**src/rtl/puf_soc_cnt_pkg.sv**
```systemverilog
// Shared types and constants for the puf_soc windowed event counter.
// The PUF_SOC_CNT_WRAP_EN build option is consumed in puf_soc_cnt_lane.
package puf_soc_cnt_pkg;

  typedef enum logic [1:0] {
    ST_IDLE  = 2'd0,
    ST_COUNT = 2'd1,
    ST_HOLD  = 2'd2
  } state_t;

  localparam int DEF_NUM_CH       = 4;
  localparam int DEF_CNT_BIT_SIZE = 5;
  localparam int DEF_WIN_W        = 8;

  function automatic int unsigned lane_max(input int unsigned width);
    return (32'd1 << width) - 32'd1;
  endfunction

endpackage

```
**src/rtl/puf_soc_cnt_lane.sv**
```systemverilog
// One event-count lane: saturating by default, modulo-wrapping with a sticky
// overflow flag when PUF_SOC_CNT_WRAP_EN is defined.
module puf_soc_cnt_lane
  import puf_soc_cnt_pkg::*;
#(
  parameter int CNT_BIT_SIZE = DEF_CNT_BIT_SIZE
) (
  input  logic                    clk,
  input  logic                    rst_n,
  input  logic                    clear,
  input  logic                    enable,
  input  logic                    evt,
  output logic [CNT_BIT_SIZE-1:0] cnt,
  output logic                    full
);

  localparam logic [CNT_BIT_SIZE-1:0] CNT_MAX = CNT_BIT_SIZE'(lane_max(CNT_BIT_SIZE));
  localparam logic [CNT_BIT_SIZE-1:0] CNT_ONE = CNT_BIT_SIZE'(1);

  always_ff @(posedge clk or negedge rst_n) begin
    if (!rst_n) begin
      cnt  <= '0;
      full <= 1'b0;
    end else if (clear) begin
      cnt  <= '0;
      full <= 1'b0;
    end else if (enable && evt) begin
`ifdef PUF_SOC_CNT_WRAP_EN
      cnt <= cnt + CNT_ONE;
      if (cnt == CNT_MAX) full <= 1'b1;
`else
      // flag rises on the same edge the lane lands on its maximum
      if (cnt != CNT_MAX) begin
        cnt <= cnt + CNT_ONE;
        if (cnt == CNT_MAX - CNT_ONE) full <= 1'b1;
      end
`endif
    end
  end

endmodule

```
**src/rtl/puf_soc_win_counter.sv**
```systemverilog
// Multi-lane gated event counter with a programmable window and a valid/ready result.
// Lane behaviour (saturate vs. wrap) is selected by PUF_SOC_CNT_WRAP_EN.
//
// state    | meaning
// ---------+-------------------------------------------------------------
// ST_IDLE  | waiting for i_start; last result still visible on o_cnt
// ST_COUNT | window open, lanes count i_evt, window counter runs down
// ST_HOLD  | result valid and frozen until i_ready
module puf_soc_win_counter
  import puf_soc_cnt_pkg::*;
#(
  parameter int NUM_CH       = DEF_NUM_CH,
  parameter int CNT_BIT_SIZE = DEF_CNT_BIT_SIZE,
  parameter int WIN_W        = DEF_WIN_W
) (
  input  logic                           clk,
  input  logic                           rst_n,
  input  logic                           i_start,
  input  logic [WIN_W-1:0]               i_win_len,
  input  logic [NUM_CH-1:0]              i_evt,
  input  logic                           i_ready,
  output logic                           o_busy,
  output logic                           o_valid,
  output logic [NUM_CH*CNT_BIT_SIZE-1:0] o_cnt,
  output logic [NUM_CH-1:0]              o_cnt_full
);

  localparam logic [WIN_W-1:0] WIN_ONE = WIN_W'(1);

  state_t                          state;
  logic   [WIN_W-1:0]              win_cnt;
  logic                            clear;
  logic                            enable;
  logic   [NUM_CH*CNT_BIT_SIZE-1:0] cnt;
  logic   [NUM_CH-1:0]             full;

  assign clear  = (state == ST_IDLE) && i_start;
  assign enable = (state == ST_COUNT);

  // a zero length still opens a one-cycle window
  always_ff @(posedge clk or negedge rst_n) begin
    if (!rst_n) begin
      state   <= ST_IDLE;
      win_cnt <= '0;
    end else begin
      case (state)
        ST_IDLE: begin
          if (i_start) begin
            win_cnt <= (i_win_len == '0) ? WIN_ONE : i_win_len;
            state   <= ST_COUNT;
          end
        end
        ST_COUNT: begin
          win_cnt <= win_cnt - WIN_ONE;
          if (win_cnt == WIN_ONE) state <= ST_HOLD;
        end
        ST_HOLD: begin
          if (i_ready) state <= ST_IDLE;
        end
        default: state <= ST_IDLE;
      endcase
    end
  end

  for (genvar k = 0; k < NUM_CH; k++) begin : g_lane
    puf_soc_cnt_lane #(
      .CNT_BIT_SIZE(CNT_BIT_SIZE)
    ) u_lane (
      .clk   (clk),
      .rst_n (rst_n),
      .clear (clear),
      .enable(enable),
      .evt   (i_evt[k]),
      .cnt   (cnt[k*CNT_BIT_SIZE +: CNT_BIT_SIZE]),
      .full  (full[k])
    );
  end

  assign o_cnt      = cnt;
  assign o_cnt_full = full;
  assign o_busy     = (state != ST_IDLE);
  assign o_valid    = (state == ST_HOLD);

endmodule

```
**config.mk**
```make
export PLATFORM = sky130hd
export DESIGN_NAME = puf_soc_win_counter
export DESIGN_NICKNAME = d
export VERILOG_FILES = /design/src/rtl/puf_soc_cnt_pkg.sv /design/src/rtl/puf_soc_cnt_lane.sv /design/src/rtl/puf_soc_win_counter.sv
export SDC_FILE = /design/constraint.sdc
export NUM_CORES = 1
export LEC_CHECK = 0
export CAP_MARGIN = 15
export CORE_UTILIZATION = 50
export DETAILED_ROUTE_END_ITERATION = 12
export GPL_TIMING_DRIVEN = 0
export PLACE_DENSITY = 0.79
export SKIP_CTS_REPAIR_TIMING = 1
export SYNTH_ARGS = -nofsm -noshare
export SYNTH_HDL_FRONTEND = slang
export SYNTH_HIERARCHICAL = 1
export SYNTH_SLANG_ARGS = --single-unit
```
**constraint.sdc**
```tcl
create_clock -name clk -period 2.15 [get_ports clk]
set_input_delay 0.215 -clock clk [delete_from_list [all_inputs] [get_ports clk]]
set_output_delay 0.215 -clock clk [all_outputs]
set_load 0.005 [all_outputs]
```
---- Word level (Yosys, flattened, before mapping) ----
Cells that the tools add are included.
cells by class
  $add $sub $neg .......................... 5
  equality and inequality tests ........... 14
  mux-type cells .......................... 35
  reduce and logical (&&, ||, !) cells .... 31
operator list
  kind                                                                number
  5-bit two-way mux                                                   12
  2-bit nonzero test                                                  14
  5-bit by 1-bit adder with 5-bit output, second input constant       4
  5-bit == test, second input constant                                4
  5-bit inequality test, second input constant                        4
  1-bit two-way mux                                                   16
  8-bit two-way mux                                                   2
  8-bit case mux with 2 select lines                                  1
  3-bit AND reduction                                                 5
  2-bit AND reduction                                                 5
  8-bit by 1-bit == test with 1-bit output, second input constant     1
  8-bit zero test                                                     1
  8-bit by 1-bit subtractor with 8-bit output, second input constant  1
  2-bit two-way mux                                                   3
  2-bit inequality test, second input constant                        3
  2-bit case mux with 3 select lines                                  1
  1-bit logical AND                                                   5
  2-bit by 1-bit == test with 1-bit output, second input constant     1
  2-bit == test, second input constant                                1
  2-bit zero test                                                     1
word-level totals
  flip-flop bits (word level) ............. 34
  input port bits ......................... 16
  output and inout port bits .............. 26
  word-level logic and storage cells ...... 95

---- Longest topological paths before layout ----
  word-level depth ........................ 5
  depth in mapped cells ................... 6
  depth with buffers taken out ............ 6

---- Hierarchy ----
The synthesis kept the hierarchy.
by module, submodules not included
  module               times used  cells each  area each (µm²)  sequential area each (µm²)
  puf_soc_cnt_lane     4           29          321.6            150.1
  puf_soc_win_counter  1           64          630.6            250.2

---- Least setup slack after synthesis ----
Ideal clock, no wire load.
  path type ............................... reg2reg
  from .................................... register g_lane[0].u_lane.cnt[0]
  to ...................................... register g_lane[0].u_lane.cnt[3]
  setup time .............................. 78 ps
  arrival time ............................ 1591 ps
  required time ........................... 2072 ps
  setup slack ............................. 481 ps
  cell stages (with the launch flop) ...... 7
  period minus slack after synthesis ...... 1669 ps
  path through ............................ dfrtp_1 ha_1 and3_1 ha_1 nand3b_4 or3_1 a21oi_1
on the way
  longest elaborated chain between the ends .. 4
  elaborated cells on any way between the ends .. 7
  those cells by class .................... 1 x add/sub; 1 x eq/ne; 3 x mux; 2 x reduce/logical
ends and longest elaborated chain
  item                                    RTL line                source
  start, declared                         puf_soc_cnt_lane.sv:13  output logic [CNT_BIT_SIZE-1:0] cnt,
  start signal, assigned                  puf_soc_cnt_lane.sv:34  cnt <= cnt + CNT_ONE;
  5-bit by 1-bit adder with 5-bit output  puf_soc_cnt_lane.sv:34
  5-bit two-way mux                       puf_soc_cnt_lane.sv:33  if (cnt != CNT_MAX) begin
  5-bit two-way mux                       puf_soc_cnt_lane.sv:27  end else if (enable && evt) begin
  5-bit two-way mux                       puf_soc_cnt_lane.sv:24  end else if (clear) begin
Several ways; a longest one is shown, not always the timed one. The select of a mux whose other input is x is not followed.
A chain may end at the register's enable or synchronous reset.

---- Final worst setup path ----
  from .................................... register state[1]
  to ...................................... register g_lane[2].u_lane.cnt[3]
on the way
  longest elaborated chain between the ends .. 4
  elaborated cells on any way between the ends .. 8
  those cells by class .................... 1 x eq/ne; 1 x mux; 6 x reduce/logical
ends and longest elaborated chain
  item                                      RTL line                   source
  start, declared                           puf_soc_win_counter.sv:30  state_t state;
  start signal, assigned                    puf_soc_win_counter.sv:43  state <= ST_IDLE;
  start signal, assigned                    puf_soc_win_counter.sv:50  state <= ST_COUNT;
  start signal, assigned                    puf_soc_win_counter.sv:55  if (win_cnt == WIN_ONE) state <= ST_HOLD;
  2-bit by 1-bit == test with 1-bit output  puf_soc_win_counter.sv:38  assign enable = (state == ST_COUNT);
  via enable                                puf_soc_win_counter.sv:33  logic enable;
  1-bit logical AND                         puf_soc_cnt_lane.sv:27
  2-bit nonzero test (no source line)       --
  2-bit AND reduction (no source line)      --
  end signal, assigned                      puf_soc_cnt_lane.sv:34
  end, declared                             puf_soc_cnt_lane.sv:13
The timed path passes the listed nets, and every way through them passes these cells.

==> impl_metrics.ini <==
[synth]
synthArstFlopShare_pct = 100.0
ys_types = 39
synthXorXnorAreaFrac_pct = 3.655
synth_top_family_by_area = simple AND/OR/NAND/NOR gates
synthFlopType = dfrtp_1
post_synth_instance_area_mm2 = 0.001917
synth-edff-count = 0
synth_fa_ha_area_share_pct = 9.138
synth_compound_area_share_pct = 10.12
ys_seq_elements = 34
syn-num-nets = 210
ys.warnings.count = 6
avgSynthCellArea_um2 = 10.65
seq_area_frac_synth_pct = 44.39
synthMuxAreaShare_pct = 3.655
synth-simple-area-share_pct = 26.44
syn_inst = 180

[pwr]
seqPwrFrac_pct = 39.1
power.share.switching_pct = 36.61
pwr-share-clk_pct = 18.9
power_w = 0.003060
p_leak_nw = 1.127
p_switching_w = 0.001120
p_int_w = 0.001940
p_comb_share_pct = 42.0
peakVddDrop_mv = 0.8068
power_density_mw_per_mm2 = 1228

[grt]
grt_pass1_vias = 1556
grt_util_all_layers_pct = 22.86
antenna_found_initial = 0
overflow = 0
grt_first_pass_wirelength_um = 7093
grt_max_degree = 35

[clock_network]
cts_sinks = 34
htreeDepth = 2
cts_buffers = 5
clk_latency_ns = 0.29
clk_pin_slew_ns = 0.07
cts_tree = done
root_buffer = clkbuf_8
clockBufferDepth = 2

[sta]
worst_pin_slew_ns = 0.7386
setup_viol = 0
post-route-period-util_pct = 85.11
hold_violations = 34
relSlewSlack_pct = 50.76
fmax_mhz = 546.5
finClkSkew_ns = 0.009389
fin_tns_setup_ns = 0
finalCriticalPeriod_ns = 1.830
fin_hold_ws_ns = -0.01736
rsz0062_at_grt = false
slew_violations = 0

[setup_path]
setup.worst_path.end_class = flop
critical_path_class = reg2reg
worst_ep_required_time_ns = 2.36
cp_max_fo = 14
crit_path_start_kind = flop
cp.arrival_ns = 2.04

[layout]
nets = 258
final_layout_size_suffix_gt1_share_pct = 12.66
syn_to_final_growth_pct = 29.96
fillers = 302
layoutNonFillerInstCount = 277
stdcell_area_mm2 = 0.002491
antenna_cells = 0
final_cell_mix = clkdlybuf4s50_1 (40), dfrtp_1 (34), nor2_1 (19), ha_1 (14), a21oi_1 (8)
final_common_cell = clkdlybuf4s50_1

[route]
drc_errors = 0
ant_nets = 0
wl_per_cell_um = 14.85
finalWirelength_um = 4113
drt-vias-per-instance = 5.610
drtPass1Iterations = 4
num_vias = 1554
drtIter0Drc = 100

[die]
fp.dieW_um = 63.92
die_area_mm2 = 0.004085
start_util_pct = 52.36
row_count = 22
die_h_um = 63.92
design.portCount = 42
coreArea_mm2 = 0.003661

[place]
hpwlAfterDp_um = 2793
io_buffers = 41
place_area_mm2 = 0.002382
place_inst = 269
gp_congestion = 0.7915

[run_status]
outcome = finished with violations
violations = hold timing

[job]
maxCapViolations = 0

[min_path]
hp-class = in2async
## cells by family after synthesis
| family | after synthesis |
|---|---|
| flip-flops | 34 |
| XOR/XNOR | 8 |
| AO/OA/AOI/OAI | 28 |
| multiplexers | 7 |
| AND/OR/NAND/NOR | 79 |
| buffers and inverters | 10 |
| adder cells (fa/ha/maj) | 14 |
## Yosys cell counts (3+ instances only)
cell	number	share of area (%)
mux2i_1	7	3.7
inv_1	7	1.4
nand4_1	6	2.0
xnor2_1	4	1.8
o21ba_2	4	2.1
o21ai_0	5	1.3
nand3_1	6	1.6
nor2_1	19	3.7
ha_1	14	9.1
dfrtp_1	34	44
nand4b_1	5	2.3
xor2_1	4	1.8
nor3_1	5	1.3
and3_1	4	1.3
nand3b_4	4	4.2
nand2_1	7	1.4
or2_2	6	2.0
a211oi_1	3	1.2
or3_1	4	1.3
a21oi_1	8	2.1
## path summary, 6_finish.rpt
check,from,endpoint,slack (ns),cells past startpoint
worst max-delay path,state[1],g_lane[2].u_lane/cnt[3],0.32,5
worst min-delay path,rst_n,g_lane[3].u_lane/cnt[2],-0.02,1
worst max register to register,state[1],g_lane[2].u_lane/cnt[3],0.32,5
worst min register to register,g_lane[3].u_lane/full,g_lane[3].u_lane/full,0.51,1
max in group asynchronous,rst_n,g_lane[1].u_lane/cnt[4],1.69,1
min in group clk,g_lane[3].u_lane/full,g_lane[3].u_lane/full,0.51,1
## state kept, by name (all words and copies together), names as in the netlist
| signal | count |
|---|---|
| g_lane.u_lane/cnt | 20 |
| win_cnt | 8 |
| g_lane.u_lane/full | 4 |
| state | 2 |
## stage by stage
step           setup WS, ns  util [%]
2_1_floorplan        0.4810         -
3_3_place_gp         0.1619     65.21
3_5_place_dp         0.3348     65.07
4_1_cts              0.3134     68.05
5_1_grt              0.1987     68.05
6_report             0.3202     68.05
## worst max-delay path: stages, from the launching register on
cell	delay, ns
dfrtp_1	0.46
nand2b_1	0.26
inv_2	0.34
nand3b_4	0.17
or3_1	0.37
a21oi_1	0.15
## power groups by stage
stage / sequential, W / clock [W] / combinational (W)
2_1_floorplan: 0.00115 / 0 / 0.000737
3_3_place_gp: 0.00118 / 0 / 0.00123
3_5_place_dp: 0.00120 / 0 / 0.00129
4_1_cts: 0.00119 / 0.000592 / 0.00131
5_1_grt: 0.00124 / 0.000623 / 0.00144
6_report: 0.00120 / 0.000579 / 0.00128
## layout make-up
type | instances | area, um^2 | share of cell area (%)
sequential | 34 | 850.8 | 34.15
clock buffer | 5 | 68.82 | 2.762
multi-input combinational | 136 | 1016 | 40.78
tap | 48 | 60.06 | 2.411
clock inverter | 3 | 40.04 | 1.607
inverter | 9 | 38.79 | 1.557
buffer | 1 | 11.26 | 0.4520
timing repair buffer | 41 | 405.4 | 16.27
## per-layer routing
metal / wire [um] / up-vias / GRT usage [%]
met1: 1747 / 766 / 26.53
met3: 184 / 4 / 6.071
met4: 62 / 0 / 8.807
li1: - / 748 / -
met2: 2118 / 36 / 39.89
met5: 0 / - / 0
Power figures use the tool's default switching activity.
==> variant (same flow settings) <==
Add a define of `PUF_SOC_CNT_WRAP_EN`.
--- a/src/rtl/puf_soc_cnt_lane.sv
+++ b/src/rtl/puf_soc_cnt_lane.sv
@@ -1,4 +1,6 @@
 // One event-count lane: saturating by default, modulo-wrapping with a sticky
 // overflow flag when PUF_SOC_CNT_WRAP_EN is defined.
+`define PUF_SOC_CNT_WRAP_EN
+
 module puf_soc_cnt_lane
   import puf_soc_cnt_pkg::*;
Check against the original RTL: no difference found for any inputs over 10 cycles, from zero or initial values and one cycle with rst_n low; that may be too few to reach the edited logic, so the function may still have changed.
==> variant against the original RTL <==
Die area decreased by 9.1%; count of clock-buffer cells in the layout increased by 2; sequential power decreased by 3%; sequential cell count unchanged; first-iteration DRC count decreased by 23%; routed wire length decreased by 12%; final area decreased by 8.9%; power decreased by 12%; setup slack got worse by 52 ps; area after synthesis decreased by 9.4%; non-clock buffer count increased by 1.
==> variant: results <==
[grt]
grtUsageMet3_pct = 6.18
grt_pass1_vias = 1408
track_usage_pct = 22.4
grt_first_pass_wirelength_um = 6020
met2_usage_pct = 37.0
met1_usage_pct = 26.9

[synthesis]
synthTopCellsByCount = 34 x dfrtp_1, 18 x nand3_1, 15 x nor2_1
synth_cell_types = 38
synth_area_leaders = dfrtp_1 49%, ha_1 7.2%, nand3_1 5.2%, xor2_1 4.0%, a21oi_1 3.5%
synth_xor_area_share_pct = 4.03
seq_area_frac_synth_pct = 49.0
synthMuxAreaShare_pct = 1.73
synth_compound_area_share_pct = 11.5
synth_nets = 198

[placed_design]
dpl-instance-area_um2 = 2200
hpwlAfterDp_um = 2620

[route]
highest_layer = met4
routed_via_density = 5.57
drt-met1-wl_um = 1630
met2RoutedLength_um = 1760
drt_iter0_markers = 77
wl_per_cell_um = 13.5
met3WireLength_um = 192

[critical_path]
worstPathMaxFanout = 26
arrival_ps = 2140
reg2reg_to = g_lane[0].u_lane/cnt[3]
endpoint = g_lane[0].u_lane/cnt[3]
rrSetupSlack_ps = 270

[power_and_ir_drop]
ir_worst_vdd_mv = 0.748
leakage_uw = 0.00101

[status]
status = finished, final reports clean

[cts]
clk_pin_slew_worst_paths_ps = 100
root_buffer = clkbuf_4
clk_latency_ps = 340

[final_layout]
nets = 247
drive_above_1_share_pct = 9.01

[sta]
worst_slew_pin_slew_ps = 742
-- variant: worst min path at each step --
stage                          start                       to  slack (ps)  depth (start not counted)
2_1_floorplan                  rst_n  g_lane[0].u_lane/cnt[0]         -80                          0
5_1_grt                      i_ready                 state[1]         480                          3
3_3_place_gp   g_lane[1].u_lane/full    g_lane[1].u_lane/full         480                          2
3_5_place_dp                   rst_n  g_lane[2].u_lane/cnt[2]         320                          1
6_report                     i_ready                 state[1]         470                          3
4_1_cts                        rst_n    g_lane[1].u_lane/full         -60                          1
-- variant: logic make-up (layout without fill, tap and decap cells) --
| logic type | Yosys count | count (layout) |
|---|---|---|
| XOR/XNOR | 8 | 8 |
| AO/OA/AOI/OAI | 32 | 32 |
| buffers and inverters | 6 | 56 |
| multiplexers | 3 | 3 |
| flip-flops | 34 | 34 |
| AND/OR/NAND/NOR | 79 | 79 |
| adder cells (fa/ha/maj) | 10 | 10 |
-- variant: area by class of cell --
type,count,area [um2]
buffer,1,11.3
tap,46,57.6
clock inverter,1,5.00
sequential,34,851
timing repair buffer,42,415
fill,283,1070
clock buffer,7,55.1
inverter,5,23.8
multi-input combinational,132,851
-- variant: metrics by stage --
stage               setup WS [ps]  cells  power [uW]
finish                        268    268        2690
global route                  132    268        2940
CTS                           265    267        2700
detailed placement            288    259        2330
global placement              216    259        2260
floorplan                     562    172        1770
-- variant: worst max-delay path: cells and delay by family (launching register included) --
kind / cells / cell delay (ps)
AO/OA/AOI/OAI: 1 / 150
buffers and inverters: 1 / 390
flip-flops: 1 / 470
AND/OR/NAND/NOR: 3 / 780
-- variant: where the power goes --
part	internal [uW]	total, uW	switching [uW]	leakage (uW)
clock network	158	370	211	0.0000353
registers	886	1160	271	0.000430
logic	629	1160	530	0.000544
